## src/rtl/recupera_operando.sv

```systemverilog
// recupera_operando: recovers the missing adder operand as soma - conhecido,
// computed bit-serially LSB first, and flags results that do not fit the
// missing operand's width/signedness selected by codigo.
module recupera_operando (
  input  logic       clk,
  input  logic       rst,
  input  logic       entrada_valida,
  output logic       pronto,
  input  logic [7:0] soma,
  input  logic [7:0] conhecido,
  input  logic [1:0] codigo,
  output logic [7:0] saida,
  output logic       erro,
  output logic       saida_valida
);

  typedef enum logic [1:0] {OCIOSO, SUBTRAI, FIM} estado_t;

  estado_t    estado_q, estado_d;
  logic [7:0] a_q, a_d;           // minuend, shifted right one bit per cycle
  logic [7:0] b_q, b_d;           // subtrahend, shifted right one bit per cycle
  logic [7:0] res_q, res_d;       // partial difference, filled from the MSB side
  logic [1:0] codigo_q, codigo_d;
  logic       borrow_q, borrow_d;
  logic [2:0] cont_q, cont_d;
  logic [7:0] saida_q, saida_d;
  logic       erro_q, erro_d;
  logic       valida_q, valida_d;

  logic       bit_dif;
  logic       borrow_prox;
  logic [7:0] dif_final;
  logic       fora_faixa;

  // One full-subtractor slice on the current LSBs plus the completed difference.
  always_comb begin
    bit_dif     = a_q[0] ^ b_q[0] ^ borrow_q;
    borrow_prox = (~a_q[0] & b_q[0]) | (~(a_q[0] ^ b_q[0]) & borrow_q);
    dif_final   = {bit_dif, res_q[7:1]};
  end

  // Representability of the finished difference for the latched mode.
  always_comb begin
    fora_faixa = 1'b0;
    case (codigo_q)
      2'b00, 2'b11: fora_faixa = !((dif_final <= 8'h07) || (dif_final >= 8'hF8));
      2'b01:        fora_faixa = (dif_final > 8'h0F);
      default:      fora_faixa = 1'b0;
    endcase
  end

  // Next-state and datapath control; requests are only looked at while idle.
  always_comb begin
    estado_d = estado_q;
    a_d      = a_q;
    b_d      = b_q;
    res_d    = res_q;
    codigo_d = codigo_q;
    borrow_d = borrow_q;
    cont_d   = cont_q;
    saida_d  = saida_q;
    erro_d   = erro_q;
    valida_d = 1'b0;
    case (estado_q)
      OCIOSO: begin
        if (entrada_valida) begin
          a_d      = soma;
          b_d      = conhecido;
          codigo_d = codigo;
          res_d    = 8'h00;
          borrow_d = 1'b0;
          cont_d   = 3'd0;
          estado_d = SUBTRAI;
        end
      end
      SUBTRAI: begin
        a_d      = {1'b0, a_q[7:1]};
        b_d      = {1'b0, b_q[7:1]};
        res_d    = dif_final;
        borrow_d = borrow_prox;
        cont_d   = cont_q + 3'd1;
        if (cont_q == 3'd7) begin
          // Last bit: publish the result; the final borrow-out is dropped (mod 256).
          saida_d  = dif_final;
          erro_d   = fora_faixa;
          valida_d = 1'b1;
          estado_d = FIM;
        end
      end
      FIM: begin
        estado_d = OCIOSO;
      end
      default: begin
        estado_d = OCIOSO;
      end
    endcase
  end

  // State and datapath registers with synchronous reset; reset aborts any operation.
  always_ff @(posedge clk) begin
    if (rst) begin
      estado_q <= OCIOSO;
      a_q      <= 8'h00;
      b_q      <= 8'h00;
      res_q    <= 8'h00;
      codigo_q <= 2'b00;
      borrow_q <= 1'b0;
      cont_q   <= 3'd0;
      saida_q  <= 8'h00;
      erro_q   <= 1'b0;
      valida_q <= 1'b0;
    end else begin
      estado_q <= estado_d;
      a_q      <= a_d;
      b_q      <= b_d;
      res_q    <= res_d;
      codigo_q <= codigo_d;
      borrow_q <= borrow_d;
      cont_q   <= cont_d;
      saida_q  <= saida_d;
      erro_q   <= erro_d;
      valida_q <= valida_d;
    end
  end

  assign pronto       = (estado_q == OCIOSO);
  assign saida        = saida_q;
  assign erro         = erro_q;
  assign saida_valida = valida_q;

endmodule
```

## config.mk

```make
export PLATFORM = sky130hd
export DESIGN_NAME = recupera_operando
export DESIGN_NICKNAME = d
export VERILOG_FILES = /design/src/rtl/recupera_operando.sv
export SDC_FILE = /design/constraint.sdc
export NUM_CORES = 1
export LEC_CHECK = 0
export CORE_MARGIN = 5
export CORE_UTILIZATION = 46
export CTS_CLUSTER_DIAMETER = 150
export DETAILED_ROUTE_END_ITERATION = 8
export PLACE_DENSITY = 0.74
export SYNTH_ARGS = -nofsm -noshare
export SYNTH_HDL_FRONTEND = slang
export SYNTH_SLANG_ARGS = --single-unit
```

## constraint.sdc

```tcl
create_clock -name clk -period 2.1 [get_ports clk]
set_clock_uncertainty 0.15 [all_clocks]
set_input_delay 0.42 -clock clk [delete_from_list [all_inputs] [get_ports clk]]
set_output_delay 0.42 -clock clk [all_outputs]
set_load 0.02 [all_outputs]
```

==> qor.yml <==
dpl-instance-area_um2: 2090
worst-path-buf-inv: 1
wl_met2_um: 1590
final_nets: 261
cts_tree: "yes"
die-area_um2: 5090
grt_pass1_wl_um: 5990
vias: 1457
critical_path_class: "flop to output port"
status: "complete, no violations"
syn-num-nets: 234
rows: 22
yosysTopAreaCell: "dfxtp_1"
core_um2: 3660
drt_pass1_iterations: 4
antenna_found_initial: 0
portBuffers: 31
fin_crit_sh: 0.954
yosys-top-cells-count: "43 x nand2_1, 41 x dfxtp_1, 38 x nor2_1"
async_flop_share: 0
die_w_um: 71.4
num_antenna_cells: 0
synth_top_area_frac: 0.474
maxCapViolCount: 0
pwr_density_cell_nw_per_um2: 792
drv_slew: 0
vias_per_cell: 5.15
syn_area_um2: 1730
crit_fanout: 8
fin_setup_tns_ns: 0
layout_min_cycle_time_ns: 2.00
wl_met3_um: 173
setup_viol: 0
vdd_drop_max_v: 0.000438
max_freq_mhz: 499
fin_hold_ws_ns: 0.306
end_kind: "output port"
io_pins: 32
ant_nets: 0
route.detailed.drc: 0
totalPowerFinal_mw: 1.77
cts_hold_buf: 0
post_drt_wl_per_cell_um: 11.9
clock-sinks: 41
relSlewSlack: 0.694
ys_seq_area_frac: 0.474
hold_viol_final: 0
grt_use_total: 0.143
rsz0062_at_grt: "false"
drtIter0Drc: 71
arrival_ns: 1.43
hold_class: "flop to flop"
grt_start_max_net_pins: 42
drive_gt1_frac: 0.0851
synth_area_per_cell_um2: 8.37
synth_ff_type: "dfxtp_1"
dp_hpwl_um: 2280
worstPathCellList: "nor2_1, clkdlybuf4s50_1"
finalWeightedCongestion: 0.715
critPathMaxStageDelay_ns: 0.61
path_delay_family: "buffers and inverters"
clock_latency_ns: 0.29
synth_warnings: 0
synth-edff-count: 0
globalRoute.totalOverflow: 0
cp_slowest_cell: "clkdlybuf4s50_1"
ys_top_cells_by_area: "dfxtp_1 47%, nand2_1 9.3%, nor2_1 8.2%, a311oi_1 7.1%, a22oi_1 4.8%"
design_area_um2: 2230
synthMostInstantiatedCell: "nand2_1"
syn_inst: 207
htree_levels: 2
grt_pass1_vias: 1375
clk_pin_slew_ns: 0.08
n_fill_cell: 339
required_ns: 1.53
cts_root_buf: "clkbuf_8"
startpoint_type: "flop"
cts.path.max_buffers: 2
topRoutingLayerUsed: "met4"
m1WireLength_um: 1590
worst_slew_pin_slew_ns: 0.458
cts_buffers: 5
routed_wl_um: 3380
p_leak_nw: 0.848
initial_core_util: 0.473
yosysUniqueCellTypes: 29
ys_seq_elements: 41
die_h_um: 71.4
area_delta_synth_final_pct: 28.8
## path summary, 6_finish.rpt
kind | slack (ns) | endpoint | depth (start not counted) | startpoint
min | 0.31 | saida[3] | 2 | saida[3]
min reg2reg | 0.31 | saida[3] | 2 | saida[3]
max | 0.1 | pronto | 2 | estado_q[0]
max reg2reg | 0.17 | erro | 6 | a_q[0]
## worst register-to-register path: stages (launching register included)
cell     delay [ns]
dfxtp_1        0.34
inv_1          0.06
fa_1           0.55
or4b_4         0.49
nor2_1         0.09
or4_1          0.10
o21ai_1        0.05
## cell families after synthesis
family	after synthesis	synth area share
adders and majority gates	6	0.0520
AOI/OAI and AO/OA	41	0.172
DFF	41	0.474
and+or+nand+nor	95	0.233
buffers and inverters	23	0.0629
muxes	1	0.00578
## final cells by class
class	instances	area [um2]	area share
sequential	41	822	0.369
multi-input combinational	143	811	0.364
timing repair buffer	37	380	0.171
clock buffer	5	68.8	0.0309
clock inverter	3	65.1	0.0292
tap	48	60.1	0.0269
inverter	6	22.5	0.0101
## per-layer routing
| layer | GRT usage | vias to the layer above |
|---|---|---|
| met2 | 0.237 | 34 |
| met4 | 0.0313 | 0 |
| met3 | 0.0519 | 2 |
| met5 | 0 | - |
| met1 | 0.180 | 667 |
| li1 | - | 754 |
## flip-flops by register name, indices dropped and copies added (netlist names)
signal / flops
codigo_q: 2
saida: 8
b_q: 8
res_q: 7
saida_valida: 1
cont_q: 3
estado_q: 2
a_q: 8
erro: 1
borrow_q: 1
## power by group
part	switching (mW)	internal, mW	total (mW)
clock network	0.259	0.472	0.730
logic	0.0974	0.104	0.201
registers	0.0230	0.811	0.834
## metrics by stage
stage	cells	util	worst slack [ns]
5_1_grt	283	0.609	0.0265
2_1_floorplan	207	-	0.0536
3_5_place_dp	275	0.570	0.0295
6_report	283	0.609	0.0963
4_1_cts	283	0.606	0.0184
3_3_place_gp	275	0.570	0.0837
## cells in the final DEF, fill, tap and decap left out, types with 5 or more instances in the layout
cell type,n
a21oi_1,11
a311oi_1,14
dfxtp_1,40
clkbuf_8,5
a22oi_1,10
nand2_1,43
nor2_1,38
inv_1,6
clkdlybuf4s50_1,31
## what timing repair did
action                                 CTS  global route
setup buffers                            0             0
gates resized for setup                  0             3
endpoints found under the hold margin    0             0
setup endpoints to repair                0             2
Power figures use the tool's default switching activity.
